File: src/rtl/mdio_master_gen_if.sv
// mdio_master_gen_if
// Request/response bus between the management register block and the MDIO
// frame generator.
//   master modport : register block side (issues requests, reads results)
//   slave modport  : frame generator side
// Signals:
//   mdio_start : request strobe, honoured only while busy=0
//   t_data     : 32-bit Clause 22 frame {ST, OP, PHYAD, REGAD, TA, DATA}
//   rd_data    : read result, valid when data_rdy pulses
//   data_rdy   : one-cycle pulse, rd_data updated
//   busy       : transaction in progress
//   frame_err  : one-cycle pulse, request rejected
interface mdio_master_gen_if #(
  parameter int DATA_W = 16
);
  logic              mdio_start;
  logic [31:0]       t_data;
  logic [DATA_W-1:0] rd_data;
  logic              data_rdy;
  logic              busy;
  logic              frame_err;

  modport master (
    output mdio_start,
    output t_data,
    input  rd_data,
    input  data_rdy,
    input  busy,
    input  frame_err
  );

  modport slave (
    input  mdio_start,
    input  t_data,
    output rd_data,
    output data_rdy,
    output busy,
    output frame_err
  );
endinterface

File: src/rtl/mdio_master_gen.sv
// mdio_master_gen
// Runs one complete IEEE 802.3 Clause 22 management frame per request:
// preamble, ST, OP, PHYAD, REGAD, TA and DATA. MDC is derived from clk by a
// programmable divider; the pad tri-state is handled outside via mdio_oe.
//
// Parameters:
//   CLK_DIV      : clk cycles per MDC half-period (>= 1)
//   PREAMBLE_LEN : number of preamble '1' bits (0..63, 0 = no preamble)
//   DATA_W       : width of the data field / rd_data (16 for Clause 22)
//
// Ports:
//   clk      : system clock
//   reset    : asynchronous, active-low reset
//   bus      : request/response bus (slave modport of mdio_master_gen_if)
//   mdio_in  : MDIO pad input
//   mdc      : management clock
//   mdio_out : MDIO drive value
//   mdio_oe  : MDIO output enable (1 = master drives)
//
// Optional feature macro: MDIO_CLAUSE45_EN
//   When defined, ST=00 (Clause 45) frames are accepted as well: OP 00/01 are
//   driven like a write, OP 11/10 are handled like a read.
module mdio_master_gen #(
  parameter int CLK_DIV      = 2,
  parameter int PREAMBLE_LEN = 32,
  parameter int DATA_W       = 16
) (
  input  logic             clk,
  input  logic             reset,
  mdio_master_gen_if.slave bus,
  input  logic             mdio_in,
  output logic             mdc,
  output logic             mdio_out,
  output logic             mdio_oe
);

  localparam int DIV_W = (CLK_DIV > 1) ? $clog2(CLK_DIV) : 1;
  localparam logic [DIV_W-1:0] DIV_LAST = DIV_W'(CLK_DIV - 1);
  localparam logic [5:0] PRE_LAST  = 6'((PREAMBLE_LEN > 0) ? PREAMBLE_LEN - 1 : 0);
  localparam logic [5:0] HDR_LAST  = 6'd13;
  localparam logic [5:0] TA_LAST   = 6'd1;
  localparam logic [5:0] DATA_LAST = 6'(DATA_W - 1);

  typedef enum logic [2:0] {
    IDLE,
    CHECK,
    PREAMBLE,
    HEADER,
    TA,
    DATA,
    DONE
  } state_t;

  state_t            state;
  logic [DIV_W-1:0]  div_cnt;
  logic [5:0]        bit_cnt;
  logic [31:0]       tx_sr;
  logic [DATA_W-1:0] rx_sr;
  logic [DATA_W-1:0] rd_data_q;
  logic              data_rdy_q;
  logic              busy_q;
  logic              frame_err_q;
  logic              is_read;

  logic running;
  logic tick;
  logic rise;
  logic fall;
  logic frame_ok;
  logic frame_rd;

  assign bus.rd_data   = rd_data_q;
  assign bus.data_rdy  = data_rdy_q;
  assign bus.busy      = busy_q;
  assign bus.frame_err = frame_err_q;

  // MDC only runs while bits are on the wire; a tick is the divider
  // rolling over, and it is a rise or a fall depending on the current mdc.
  assign running = (state == PREAMBLE) || (state == HEADER) ||
                   (state == TA) || (state == DATA);
  assign tick    = running && (div_cnt == DIV_LAST);
  assign rise    = tick && !mdc;
  assign fall    = tick && mdc;

  // Frame classification from the latched ST/OP fields.
  always_comb begin
    frame_ok = 1'b0;
    frame_rd = 1'b0;
    if (tx_sr[31:30] == 2'b01) begin
      frame_ok = (tx_sr[29:28] == 2'b10) || (tx_sr[29:28] == 2'b01);
      frame_rd = (tx_sr[29:28] == 2'b10);
    end
`ifdef MDIO_CLAUSE45_EN
    else if (tx_sr[31:30] == 2'b00) begin
      frame_ok = 1'b1;
      frame_rd = tx_sr[29];
    end
`else
`endif
  end

  // tx_sr doubles as the latched frame: bit 31 is always the bit currently
  // on the wire, so the next bit to drive at a fall is tx_sr[30].
  always_ff @(posedge clk or negedge reset) begin
    if (!reset) begin
      state       <= IDLE;
      div_cnt     <= '0;
      bit_cnt     <= '0;
      tx_sr       <= '0;
      rx_sr       <= '0;
      rd_data_q   <= '0;
      data_rdy_q  <= 1'b0;
      busy_q      <= 1'b0;
      frame_err_q <= 1'b0;
      is_read     <= 1'b0;
      mdc         <= 1'b0;
      mdio_out    <= 1'b0;
      mdio_oe     <= 1'b0;
    end else begin
      data_rdy_q  <= 1'b0;
      frame_err_q <= 1'b0;

      if (running) begin
        if (tick) begin
          div_cnt <= '0;
          mdc     <= ~mdc;
        end else begin
          div_cnt <= div_cnt + 1'b1;
        end
      end

      case (state)
        IDLE: begin
          if (bus.mdio_start) begin
            tx_sr  <= bus.t_data;
            busy_q <= 1'b1;
            state  <= CHECK;
          end
        end

        CHECK: begin
          is_read <= frame_rd;
          rx_sr   <= '0;
          bit_cnt <= '0;
          div_cnt <= '0;
          mdc     <= 1'b0;
          if (!frame_ok) begin
            frame_err_q <= 1'b1;
            state       <= DONE;
          end else if (PREAMBLE_LEN > 0) begin
            mdio_oe  <= 1'b1;
            mdio_out <= 1'b1;
            state    <= PREAMBLE;
          end else begin
            mdio_oe  <= 1'b1;
            mdio_out <= tx_sr[31];
            state    <= HEADER;
          end
        end

        PREAMBLE: begin
          if (fall) begin
            if (bit_cnt == PRE_LAST) begin
              bit_cnt  <= '0;
              mdio_out <= tx_sr[31];
              state    <= HEADER;
            end else begin
              bit_cnt <= bit_cnt + 6'd1;
            end
          end
        end

        HEADER: begin
          if (fall) begin
            tx_sr <= {tx_sr[30:0], 1'b0};
            if (bit_cnt == HDR_LAST) begin
              // A read releases the line for the turnaround.
              bit_cnt  <= '0;
              mdio_oe  <= ~is_read;
              mdio_out <= ~is_read & tx_sr[30];
              state    <= TA;
            end else begin
              bit_cnt  <= bit_cnt + 6'd1;
              mdio_out <= tx_sr[30];
            end
          end
        end

        TA: begin
          if (fall) begin
            tx_sr    <= {tx_sr[30:0], 1'b0};
            mdio_out <= ~is_read & tx_sr[30];
            if (bit_cnt == TA_LAST) begin
              bit_cnt <= '0;
              state   <= DATA;
            end else begin
              bit_cnt <= bit_cnt + 6'd1;
            end
          end
        end

        DATA: begin
          if (rise && is_read) begin
            rx_sr <= {rx_sr[DATA_W-2:0], mdio_in};
          end
          if (fall) begin
            tx_sr    <= {tx_sr[30:0], 1'b0};
            mdio_out <= ~is_read & tx_sr[30];
            if (bit_cnt == DATA_LAST) begin
              // The last rise already shifted in the final bit.
              bit_cnt  <= '0;
              mdio_oe  <= 1'b0;
              mdio_out <= 1'b0;
              if (is_read) begin
                rd_data_q  <= rx_sr;
                data_rdy_q <= 1'b1;
              end
              state <= DONE;
            end else begin
              bit_cnt <= bit_cnt + 6'd1;
            end
          end
        end

        DONE: begin
          busy_q <= 1'b0;
          state  <= IDLE;
        end

        default: state <= IDLE;
      endcase
    end
  end

endmodule

File: src/flat_wrapper.sv
// flat-port wrapper written by rule: the top's interface ports become plain ports
module mdio_master_gen_flat 
#(
  parameter int CLK_DIV      = 2,
  parameter int PREAMBLE_LEN = 32,
  parameter int DATA_W       = 16
)
  (clk, reset, mdio_in, mdc, mdio_out, mdio_oe, bus_mdio_start, bus_t_data, bus_rd_data, bus_data_rdy, bus_busy, bus_frame_err);
  mdio_master_gen_if #(.DATA_W(DATA_W)) bus_i ();
  input  logic clk;
  input  logic reset;
  input  logic mdio_in;
  output logic mdc;
  output logic mdio_out;
  output logic mdio_oe;
  input wire logic [$bits(bus_i.mdio_start)-1:0] bus_mdio_start;
  input wire logic [$bits(bus_i.t_data)-1:0] bus_t_data;
  output wire logic [$bits(bus_i.rd_data)-1:0] bus_rd_data;
  output wire logic [$bits(bus_i.data_rdy)-1:0] bus_data_rdy;
  output wire logic [$bits(bus_i.busy)-1:0] bus_busy;
  output wire logic [$bits(bus_i.frame_err)-1:0] bus_frame_err;
  assign bus_i.mdio_start = bus_mdio_start;
  assign bus_i.t_data = bus_t_data;
  assign bus_rd_data = bus_i.rd_data;
  assign bus_data_rdy = bus_i.data_rdy;
  assign bus_busy = bus_i.busy;
  assign bus_frame_err = bus_i.frame_err;
  mdio_master_gen #(.CLK_DIV(CLK_DIV), .PREAMBLE_LEN(PREAMBLE_LEN), .DATA_W(DATA_W)) u_core (.clk(clk), .reset(reset), .bus(bus_i), .mdio_in(mdio_in), .mdc(mdc), .mdio_out(mdio_out), .mdio_oe(mdio_oe));
endmodule
File: config.mk
export PLATFORM = sky130hd
export DESIGN_NAME = mdio_master_gen_flat
export DESIGN_NICKNAME = d
export VERILOG_FILES = /design/src/rtl/mdio_master_gen_if.sv /design/src/rtl/mdio_master_gen.sv /design/src/flat_wrapper.sv
export SDC_FILE = /design/constraint.sdc
export NUM_CORES = 1
export LEC_CHECK = 0
export BUFFER_PORTS_ARGS = -buffer_cell sky130_fd_sc_hd__buf_2
export CORE_MARGIN = 2
export CORE_UTILIZATION = 30
export DETAILED_ROUTE_END_ITERATION = 12
export GPL_TIMING_DRIVEN = 0
export PLACE_DENSITY = 0.48
export REMOVE_ABC_BUFFERS = 1
export SLEW_MARGIN = 25
export SYNTH_ARGS = -nofsm -noshare
export SYNTH_HDL_FRONTEND = slang
export SYNTH_SLANG_ARGS = --single-unit
File: constraint.sdc
create_clock -name clk -period 2 [get_ports clk]
set_clock_uncertainty 0.05 [all_clocks]
set_input_delay 0.2 -clock clk [delete_from_list [all_inputs] [get_ports clk]]
set_output_delay 0.2 -clock clk [all_outputs]
set_load 0.1 [all_outputs]
==> metrics.md, run 1 <==
| Metric | Value |
|---|---|
| Status | finished with violations |
| Failing checks | setup timing |
| Clock buffer depth | 2 |
| Power per cell area | 1620 nW/um2 |
| Vias | 3,237 |
| Reg2reg path depth | 7 |
| Worst-path clk slew | 0.06 ns |
| Avg Vias per Cell | 4.93 |
| Mapped Area | 3990 um2 |
| WL/cell | 15.8 um |
| Setup crit end kind | flop |
| DIE WIDTH | 119 um |
| CTS tree | built |
| VDD IR max | 0.578 mV |
| DRT Pass-1 Iters | 4 |
| Top cell type's share of synthesized area | 50.8% |
| Max Transition Viols Final | 0 |
| Final setup viols | 7 |
| Final Hold Slack | 0.0328 ns |
| Main flop type after synthesis | dfrtp_1 |
| Routed WL | 10.4 mm |
| Synth Warn # | 0 |
| Total congestion overflow | 0 |
| Max FO, Critical Path | 4 |
| Worst Path Arrival | 2.26 ns |
| Synth cell count leaders | dfrtp_1 (81), nand2_1 (72), o21ai_1 (39) |
| Leading area contributor after synthesis | dfrtp_1 |
| H-tree levels | 3 |
| Multi-input logic area | 2140 um2 |
| Worst Path Required | 2.17 ns |
| FMAX | 0.480 GHz |
| Unrepaired setup endpoints after global routing | yes |
| I/O pin total | 58 |
| Row cnt | 42 |
| Final Power | 0.00890 W |
| Post-synth EDFFs | 0 |
| Final net count | 517 |
| Period utilization | 104% |
| Setup_tns | -0.255 ns |
| Die ar. | 14,200 um2 |
| Layout area overhead | 37.9% |
| Diode count | 0 |
| Syn Inst Count | 386 |
| Seq/Total Area, Yosys | 50.8% |
| Fill cells | 1,256 |
| Post-synthesis register bit count | 81 |
| DP HPWL | 5.68 mm |
| Largest net degree at the start of global routing | 57 |
| Crit Path Category | flop to flop |
| Hold Crit Class | input port to flop |
| Final WS setup | -0.0846 ns |
| Top-count cell post-synth | dfrtp_1 |
| Root buf cell | clkbuf_16 |
| Sinks on the clock net | 81 |
| Worst slew margin | 66.6% |
| Static leakage | 2.62 nW |
| Max-cap violations | 0 |
| Ranking of synthesized cells by area | dfrtp_1 (51%), mux2i_1 (7.8%), nand2_1 (6.8%) |
| Vias in the first global route | 3,002 |
| Initial antenna violation count | 0 |
| DRC | 0 |
| Critical Path Source Type | flop |
| Post-route ant nets | 0 |
| Avg Cell Area, Syn | 10.3 um2 |
| Port-buffer cells | 57 |
| Share of cells above drive strength 1 | 35.6% |
| DRT iter0 DRCs | 149 |
| First-pass GRT wire length | 16.0 mm |
| TritonCTS Buffers | 9 |
| Min Tclk post-route | 2.08 ns |
| Placed cell count | 600 |
| Die Y | 119 um |
| Netlist cell types | 60 |
| Tightest Pin Transition | 0.504 ns |
| Hold path cells | 3 |
| Post-synthesis async set-or-reset flop share | 100% |
| Core area | 13,100 um2 |
| Worst-Skew Late Latency | 0.34 ns |
| Initial core utilization | 30.5% |
| FF/Latch Area | 2030 um2 |
| Final non-filler cell total | 657 |
| Final Hold Vio Count | 0 |
| GR Util All Layers | 14.3% |
| GPL Wtd Cong | 0.820 |
==> registers in the layout (all words and copies together), names as in the netlist <==
register	cells
u_core.div_cnt	1
u_core.bus.busy	1
u_core.is_read	1
u_core.bus.data_rdy	1
u_core.state	3
u_core.rx_sr	16
u_core.mdc	1
u_core.tx_sr	32
u_core.mdio_out	1
u_core.bus.frame_err	1
u_core.mdio_oe	1
u_core.bus.rd_data	16
u_core.bit_cnt	6
==> stage by stage <==
stage	cell area, um2	setup WS (ns)	util (%)
CTS	5220	-0.0269	39.9
global route	5500	-0.128	42.0
detailed placement	4460	-1.17	34.1
finish	5500	-0.0846	42.0
floorplan	3850	-1.17	-
global placement	4360	-1.96	33.3
==> critical path, stage by stage (launching register included) <==
cell	delay, ns
dfrtp_1	0.42
inv_1	0.08
ha_2	0.18
nand2b_1	0.09
or4_4	0.44
a22oi_2	0.21
o21a_2	0.19
mux2_4	0.30
==> worst paths after layout <==
path                                                     from                            endpoint  slack [ns]
worst max-delay path            u_core.bit_cnt[1]$_DFFE_PN0P_         u_core.state[0]$_DFFE_PN0P_       -0.08
worst min-delay path                                  mdio_in         u_core.rx_sr[0]$_DFFE_PN0P_        0.03
worst max register to register  u_core.bit_cnt[1]$_DFFE_PN0P_         u_core.state[0]$_DFFE_PN0P_       -0.08
worst min register to register    u_core.tx_sr[5]$_DFFE_PN0P_         u_core.tx_sr[5]$_DFFE_PN0P_        0.43
max in group asynchronous                               reset        u_core.tx_sr[27]$_DFFE_PN0P_        1.09
min in group asynchronous                               reset  u_core.bus.rd_data[13]$_DFFE_PN0P_        0.24
==> power by group <==
group / leakage (nW) / switching (W) / internal (W) / total, W
registers: 1.06 / 0.000410 / 0.00210 / 0.00251
clock network: 0.176 / 0.000707 / 0.00135 / 0.00206
logic: 1.39 / 0.00250 / 0.00183 / 0.00433
==> area by class of cell <==
class / count / share of cell area [%]
Timing Repair Buffer: 94 / 12.8
Tap cell: 176 / 4.01
Clock buffer: 9 / 4.10
Inverter: 8 / 0.592
Sequential cell: 81 / 37.0
Clock inverter: 7 / 2.57
Multi-Input combinational cell: 282 / 38.9
==> routing by layer <==
metal / wire length, um / vias to the layer above / GRT usage (%)
met3: 526 / 10 / 4.31
met2: 4810 / 75 / 22.1
met5: 0 / - / 0
met4: 165 / 0 / 4.99
met1: 4880 / 1597 / 19.2
li1: - / 1555 / -
==> cell usage in the layout, fill, tap and decap left out, drive strengths merged, types with 3 or more instances in the layout <==
| cell | instances |
|---|---|
| nand2 | 73 |
| mux2 | 19 |
| nor3 | 7 |
| and3 | 4 |
| ha | 5 |
| nand3 | 11 |
| o21ai | 60 |
| nor2b | 3 |
| and2b | 5 |
| a21oi | 10 |
| nand3b | 6 |
| inv | 9 |
| bufinv | 4 |
| nand2b | 3 |
| o21a | 3 |
| mux2i | 31 |
| buf | 92 |
| clkbuf | 10 |
| nor2 | 9 |
| dfrtp | 81 |
| a21o | 3 |
==> what timing repair did <==
item,CTS,global route
cloned,4,5
resized for setup,39,23
endpoints found under the setup margin,80,69
hold buffers,1,0
pin swaps,7,12
setup buffers,19,12
hold endpoints to repair,25,0
==> logic make-up after synthesis <==
| group | share of synthesized area (%) |
|---|---|
| simple gates | 15.3 |
| flops | 50.8 |
| mux | 13.2 |
| fa+ha+maj | 1.57 |
| xor+xnor | 0.659 |
| buf+inv | 4.14 |
| compound gates | 14.3 |
Note: power is estimated with default switching activity, not from simulation.
==> run 2, diff against run 1 <==
--- a/config.mk
+++ b/config.mk
@@ -5,12 +5,14 @@
 export SDC_FILE = /design/constraint.sdc
 export NUM_CORES = 1
 export LEC_CHECK = 0
+export ABC_AREA = 1
 export BUFFER_PORTS_ARGS = -buffer_cell sky130_fd_sc_hd__buf_2
 export CORE_MARGIN = 2
 export CORE_UTILIZATION = 30
 export DETAILED_ROUTE_END_ITERATION = 12
 export GPL_TIMING_DRIVEN = 0
 export PLACE_DENSITY = 0.48
+export RECOVER_POWER = 100
 export REMOVE_ABC_BUFFERS = 1
 export SLEW_MARGIN = 25
 export SYNTH_ARGS = -nofsm -noshare
==> run 2 against run 1 <==
Against the previous run: the run now ends clean; sequential share of layout area increased by 4.5 points; via count rose by 0.15%; register-to-register slack better by 0.19 ns; sequential power shrank 9.6%; die area up 0.76%; flip-flop and latch count unchanged; routed wire length is 14% lower; synthesized area rose by 0.78%; worst setup slack improved by 0.19 ns; critical path type unchanged.
==> metrics.md, run 2 <==
| Metric | Value |
|---|---|
| Worst-path clk slew | 0.06 ns (about the same) |
| Unrepaired setup endpoints after global routing | no |
| Post-synthesis async set-or-reset flop share | 100% (unchanged) |
| Buf+Inv Stages, Crit Path | 3 (+2) |
| Final non-filler cell total | 724 (+10%) |
| First-pass GRT wire length | 15.5 mm (-2.9%) |
| Comb pwr share | 45.8% (-2.9 points) |
| DRT Pass-1 Iters | 4 (unchanged) |
| Clock buffer depth | 2 (unchanged) |
| Layout area overhead | 21.6% |
| Port-buffer cells | 57 (unchanged) |
| Initial core utilization | 30.6% (+0.12 points) |
| Final setup viols | 0 (-7) |
| Status | finished, final reports clean |
| Placed cell count | 693 (+16%) |
| Internal | 0.00418 W (-21%) |
| Ranking of synthesized cells by area | dfrtp_1 (50%), nand2_1 (12%), o21ai_0 (6.4%) |
| Diode count | 0 (unchanged) |
| Post-route ant nets | 0 (unchanged) |
| Top-count cell post-synth | nand2_1 |
| CP max stage cell | dfrtp_2 |
| Worst Path Required | 2.17 ns (about the same) |
| Syn Inst Count | 477 (+24%) |
| Multi-input logic area | 1580 um2 (-26%) |
| Routed WL | 8.96 mm (-14%) |
| Root buf cell | clkbuf_16 |
| Synth Warn # | 0 (unchanged) |
| Power per cell area | 1520 nW/um2 (-5.8%) |
| Die ar. | 14,300 um2 (+0.76%) |
| Hold Crit Class | input port to flop |
| Fill cells | 1,395 (+11%) |
| Avg Cell Area, Syn | 8.42 um2 (-18%) |
| Switching Fraction | 43.8% (+3.1 points) |
| FF/Latch Area | 2030 um2 (-0.25%) |
| Seq pwr share | 30.5% (+2.3 points) |
| Clk pwr share | 23.7% (+0.6 points) |
| Critical Path Source Type | flop |
| Commonest non-fill, non-tap cell in the layout | nand2_1 |
| Netlist cell types | 33 (-45%) |
| DIE WIDTH | 120 um (+0.38%) |
| GR Util All Layers | 13.7% (-0.66 points) |
| TritonCTS Buffers | 9 (unchanged) |
| Setup_tns | 0 ns (+0.255 ns) |
| Vias in the first global route | 3,139 (+4.6%) |
| Max FO, Critical Path | 8 (+4) |
| Worst Path Arrival | 2.07 ns (-0.19 ns) |
| Initial antenna violation count | 0 (unchanged) |
| Max Transition Viols Final | 0 (unchanged) |
| Final net count | 584 (+13%) |
| Max reg flops | 32 (unchanged) |
| CTS tree | built |
| DRC | 0 (unchanged) |
| Worst slew margin | 48.6% (-18 points) |
| Row cnt | 42 (unchanged) |
| Period utilization | 94.9% (-9.4 points) |
| CP max stage delay | 0.41 ns (-0.03 ns) |
| Max-cap violations | 0 (unchanged) |
| Top cell type's share of synthesized area | 50.5% (-0.40 points) |
| Sw Pwr | 0.00326 W (-9.9%) |
| GPL Wtd Cong | 0.829 (+1.1%) |
| Static leakage | 2.38 nW (-9.3%) |
| Top reg by flops | u_core.tx_sr |
| VDD IR max | 0.981 mV (+70%) |
| DP HPWL | 5.52 mm (-2.9%) |
| Min Tclk post-route | 1.90 ns (-0.187 ns) |
| Mapped Area | 4020 um2 (+0.78%) |
| Post-synth EDFFs | 0 (unchanged) |
| Tightest Pin Transition | 0.771 ns (+0.267 ns) |
| Synth cell count leaders | nand2_1 (125), dfrtp_1 (81), inv_1 (67) |
| Seq/Total Area, Yosys | 50.5% (-0.40 points) |
| H-tree levels | 3 (unchanged) |
| FMAX | 0.527 GHz (+9.9%) |
| Share of cells above drive strength 1 | 21.9% (-14 points) |
| I/O pin total | 58 (unchanged) |
| Final Power | 0.00745 W (-16%) |
| Leading area contributor after synthesis | dfrtp_1 |
| WL/cell | 12.4 um (-22%) |
| Worst-Skew Late Latency | 0.34 ns (about the same) |
| Sinks on the clock net | 81 (unchanged) |
| Crit Path Category | flop to flop |
| Crit-path leading delay family | simple AND/OR/NAND/NOR gates |
| Setup crit end kind | flop |
| Final Hold Vio Count | 0 (unchanged) |
| Vias | 3,242 (+0.15%) |
| Reg2reg setup slack | 0.10 ns (+0.19 ns) |
| Main flop type after synthesis | dfrtp_1 |
| Core area | 13,100 um2 (+0.40%) |
| Largest net degree at the start of global routing | 70 (+23%) |
| Avg Vias per Cell | 4.48 (-9.1%) |
| Post-synthesis register bit count | 81 (unchanged) |
| Cell Chain, Critical Path | inv_2, ha_4, inv_2, nand2_1, nor2_4, nand2_1, nand2_4, nand2_8, inv_4, o21ai_1 |
| DRT iter0 DRCs | 222 (+49%) |
| Most frequent cells in the layout | nand2_1 (127), dfrtp_1 (79), inv_1 (67), o21ai_0 (62), buf_2 (34) |
| Total congestion overflow | 0 (unchanged) |
| Die Y | 120 um (+0.38%) |
-- run 2: power groups by stage --
stage | sequential (W) | combinational [W] | clock, W
floorplan | 0.00261 | 0.00206 | 0
global placement | 0.00231 | 0.00298 | 0
detailed placement | 0.00232 | 0.00302 | 0
CTS | 0.00228 | 0.00359 | 0.00182
global route | 0.00232 | 0.00386 | 0.00189
finish | 0.00227 | 0.00341 | 0.00176
-- run 2: final timing paths --
kind | start | to | cells past startpoint
setup / recovery | u_core.state[1]$_DFFE_PN0P_ | u_core.tx_sr[27]$_DFFE_PN0P_ | 10
min in group asynchronous | reset | u_core.tx_sr[5]$_DFFE_PN0P_ | 2
hold / removal | bus_mdio_start | u_core.bus.busy$_DFFE_PN0P_ | 3
setup reg to reg | u_core.state[1]$_DFFE_PN0P_ | u_core.tx_sr[27]$_DFFE_PN0P_ | 10
hold reg to reg | u_core.bus.rd_data[4]$_DFFE_PN0P_ | u_core.bus.rd_data[4]$_DFFE_PN0P_ | 2
max in group asynchronous | reset | u_core.rx_sr[0]$_DFFE_PN0P_ | 3
-- run 2: what timing repair did --
item,in CTS,in global routing
pin swaps,3,1
setup buffers,6,1
hold buffers,1,0
setup endpoints to repair,58,49
gates cloned,6,1
gates resized for setup,20,6
endpoints found under the hold margin,81,0
-- run 2: metal layers --
layer  vias to the layer above  GRT usage, %  share of wire [%]
met4                         0          4.85                1.6
li1                       1666             -                  -
met3                         8          3.85                3.7
met5                         -             0                  0
met2                        43          20.2                 44
met1                      1525          19.2                 51
-- run 2: tightest hold or removal path, delay by kind of cell --
kind | cells | cell delay (ns)
buffers and inverters | 1 | 0.09
and+or+nand+nor | 2 | 0.09
-- run 2: kinds of logic (layout without fill, tap and decap cells) --
family,count (synthesis),count (layout),synth area share (%)
buffers and inverters,93,162,10.7
DFF,81,81,50.5
and+or+nand+nor,180,182,19.8
adders and majority gates,5,5,1.56
AOI/OAI and AO/OA,118,118,17.5
-- run 2: stage by stage --
| step | hold slack, ns | setup WS [ns] | utilization (%) | area (um2) |
|---|---|---|---|---|
| floorplan | -0.146 | -0.320 | - | 3870 |
| global placement | 0.373 | -0.451 | 33.3 | 4380 |
| detailed placement | -0.0166 | -0.459 | 33.6 | 4410 |
| CTS | 0.00782 | 0.0690 | 37.6 | 4950 |
| global route | 0.0291 | 0.0106 | 37.2 | 4880 |
| finish | 0.0253 | 0.102 | 37.2 | 4880 |
-- run 2: layout make-up --
class / count / share of cell area (%)
flip-flops and latches: 81 / 41.5
well taps: 176 / 4.51
inverters: 75 / 6.15
multi-input cells: 305 / 32.4
repair buffers: 66 / 7.58
clock inverters: 7 / 1.92
clock buffers: 9 / 4.61
repair inverters: 5 / 1.26
==> run 3, diff against run 2 <==
--- a/config.mk
+++ b/config.mk
@@ -6,12 +6,13 @@
 export NUM_CORES = 1
 export LEC_CHECK = 0
 export ABC_AREA = 1
-export BUFFER_PORTS_ARGS = -buffer_cell sky130_fd_sc_hd__buf_2
+export CAP_MARGIN = 20
 export CORE_MARGIN = 2
 export CORE_UTILIZATION = 30
 export DETAILED_ROUTE_END_ITERATION = 12
+export DONT_BUFFER_PORTS = 1
 export GPL_TIMING_DRIVEN = 0
-export PLACE_DENSITY = 0.48
+export PLACE_DENSITY = 0.44
 export RECOVER_POWER = 100
 export REMOVE_ABC_BUFFERS = 1
 export SLEW_MARGIN = 25
==> run 3 against run 2 <==
Against the previous run: the flow now finishes with violations (hold timing); non-clock buffer count shrank 56; worst setup slack gained 0.043 ns; total power grew 0.77%; register-to-register slack gained 0.04 ns; global-route usage shrank 0.073 points; sequential share of layout area grew 1.7 points; routed wire length grew 5.4%; flip-flop and latch count is the same; critical path type unchanged; highest routed layer unchanged.
==> metrics.md, run 3 (same netlist as run 2, synthesis figures left out) <==
| Metric | Value |
|---|---|
| Reg2reg path depth | 10 (unchanged) |
| Max Transition Viols Final | 0 (unchanged) |
| Port-buffer cells | 0 (-100%) |
| Final setup viols | 0 (unchanged) |
| Power per cell area | 1600 nW/um2 (+4.9%) |
| Commonest non-fill, non-tap cell in the layout | nand2_1 |
| FMAX | 0.539 GHz (+2.3%) |
| DP HPWL | 5.29 mm (-4.2%) |
| Failing checks | hold timing |
| Fill cells | 1,412 (+1.2%) |
| Worst slew margin | 36.8% (-12 points) |
| Row cnt | 42 (unchanged) |
| Period utilization | 92.7% (-2.1 points) |
| GPL Wtd Cong | 0.812 (-2.1%) |
| GR Util All Layers | 13.6% (-0.073 points) |
| Post-route ant nets | 0 (unchanged) |
| First-pass GRT wire length | 15.4 mm (-1.1%) |
| DRT iter0 DRCs | 129 (-42%) |
| Min Tclk post-route | 1.85 ns (-0.0429 ns) |
| DRC | 0 (unchanged) |
| Worst Path Required | 2.17 ns (about the same) |
| Die Y | 120 um (unchanged) |
| Initial antenna violation count | 0 (unchanged) |
| Share of cells above drive strength 1 | 16.8% (-5.1 points) |
| Vias | 3,029 (-6.6%) |
| Setup crit end kind | flop |
| I/O pin total | 58 (unchanged) |
| Reg2reg setup slack | 0.15 ns (+0.04 ns) |
| Hold Crit Class | input port to asynchronous set/reset pin |
| Die ar. | 14,300 um2 (unchanged) |
| RR Startpoint | u_core.state[1]$_DFFE_PN0P_ |
| Worst Path Arrival | 2.02 ns (-0.05 ns) |
| Layout Utilization | 35.7% (-1.5 points) |
| Core area | 13,100 um2 (unchanged) |
| CP max stage cell | dfrtp_2 |
| Cell Chain, Critical Path | inv_2, ha_4, inv_2, nand2_1, nor2_4, nand2_4, nand2_8, nand2_8, inv_8, o21ai_0 |
| Post-cts hold buffer count | 5 (+4) |
| Static leakage | 2.18 nW (-8.4%) |
| Buf+Inv Stages, Crit Path | 3 (unchanged) |
| Max FO, Critical Path | 7 (-1) |
| CTS tree | built |
| Final WS setup | 0.145 ns (+0.0429 ns) |
| Total congestion overflow | 0 (unchanged) |
| Root buf cell | clkbuf_16 |
| VDD IR max | 1.06 mV (+7.7%) |
| Place WS | -0.683 ns (-0.224 ns) |
| Crit Path Category | flop to flop |
| Layout area overhead | 16.8% |
| CP max stage delay | 0.41 ns (about the same) |
| DIE WIDTH | 120 um (unchanged) |
| DRT Pass-1 Iters | 4 (unchanged) |
| Tightest Pin Transition | 0.948 ns (+0.177 ns) |
| Max-cap violations | 0 (unchanged) |
| Largest net degree at the start of global routing | 82 (+17%) |
| Diode count | 0 (unchanged) |
| TritonCTS Buffers | 9 (unchanged) |
| Clock buffer depth | 2 (unchanged) |
| Unrepaired setup endpoints after global routing | no |
| Avg Vias per Cell | 4.51 (+0.81%) |
| Final Power | 0.00750 W (+0.77%) |
| Final Hold Vio Count | 81 (+81) |
| Vias in the first global route | 3,046 (-3.0%) |
| Initial core utilization | 30.6% (unchanged) |
| Worst-path clk slew | 0.06 ns (about the same) |
| H-tree levels | 3 (unchanged) |
| Worst-Skew Late Latency | 0.34 ns (about the same) |
| Top reg by flops | u_core.tx_sr |
| Worst flop-to-flop path endpoint | u_core.tx_sr[8]$_DFFE_PN0P_ |
| Final net count | 532 (-8.9%) |
| Critical Path Source Type | flop |
| Setup_tns | 0 ns (unchanged) |
| Most frequent cells in the layout | nand2_1 (125), dfrtp_1 (79), inv_1 (68), o21ai_0 (51), o21ai_2 (22) |
| Status | finished with violations |
| Sinks on the clock net | 81 (unchanged) |
| Max reg flops | 32 (unchanged) |
| Crit-path leading delay family | simple AND/OR/NAND/NOR gates |
| WL/cell | 14.1 um (+14%) |
| Final Hold Slack | -0.496 ns (-0.521 ns) |
| Routed WL | 9.44 mm (+5.4%) |
[run 3: cell count changes in the layout (fill, tap and decap cells not counted), sizes merged, moves of 2 or more]
cell	delta
bufinv	-2
buf	-37
clkbuf	-21
inv	+2
dlygate4sd3	+4
[run 3: worst max-delay path by stage]
stage,depth (start not counted),to,slack [ns],startpoint
floorplan,8,u_core.tx_sr[30]$_DFFE_PN0P_,-0.32,u_core.mdc$_DFFE_PN0P_
global placement,7,u_core.tx_sr[4]$_DFFE_PN0P_,-0.63,u_core.mdc$_DFFE_PN0P_
detailed placement,7,u_core.tx_sr[4]$_DFFE_PN0P_,-0.68,u_core.mdc$_DFFE_PN0P_
CTS,10,u_core.state[0]$_DFFE_PN0P_,0.005,u_core.state[1]$_DFFE_PN0P_
global route,9,u_core.state[1]$_DFFE_PN0P_,0.003,u_core.state[0]$_DFFE_PN0P_
finish,10,u_core.tx_sr[8]$_DFFE_PN0P_,0.15,u_core.state[1]$_DFFE_PN0P_
[run 3: timing repair]
| action | in CTS | in global routing |
|---|---|---|
| setup buffers | 4 | 1 |
| cloned | 9 | 2 |
| endpoints found under the setup margin | 60 | 56 |
| endpoints found under the hold margin | 86 | 81 |
| pin swaps | 4 | 3 |
| gates resized for setup | 24 | 9 |
[run 3: layout make-up]
type                            instances  area [um2]  share of cell area [%]
Timing Repair inverter                  7        88.8                    1.89
Inverter                               75         300                    6.40
Tap cell                              176         220                    4.69
Timing Repair Buffer                   10        87.6                    1.87
Multi-Input combinational cell        307        1690                    35.9
Clock buffer                           11         253                    5.39
Clock inverter                          4        26.3                   0.560
Sequential cell                        81        2030                    43.3
[run 3: metal layers]
metal,GRT usage [%],up-vias,part of all wire [%]
li1,-,1564,-
met5,0,-,0
met4,4.41,0,1.2
met3,4.80,8,4.4
met1,18.0,1409,50
met2,20.8,48,45
[run 3: report_power, final]
group	leakage [nW]	switching [W]	internal [W]
clock	0.138	0.000661	0.000902
sequential	1.06	0.000544	0.00208
combinational	0.978	0.00224	0.00108
[run 3: worst reg2reg max path: stages, from the launching register on]
cell	delay (ns)
dfrtp_2	0.41
inv_2	0.10
ha_4	0.24
inv_2	0.07
nand2_1	0.08
nor2_4	0.21
nand2_4	0.10
nand2_8	0.12
nand2_8	0.13
inv_8	0.15
o21ai_0	0.08
[run 3: per-stage QoR]
step	cell area, um2	instances
2_1_floorplan	3870	459
4_1_cts	4640	668
5_1_grt	4690	671
3_3_place_gp	4090	635
3_5_place_dp	4090	635
6_report	4690	671
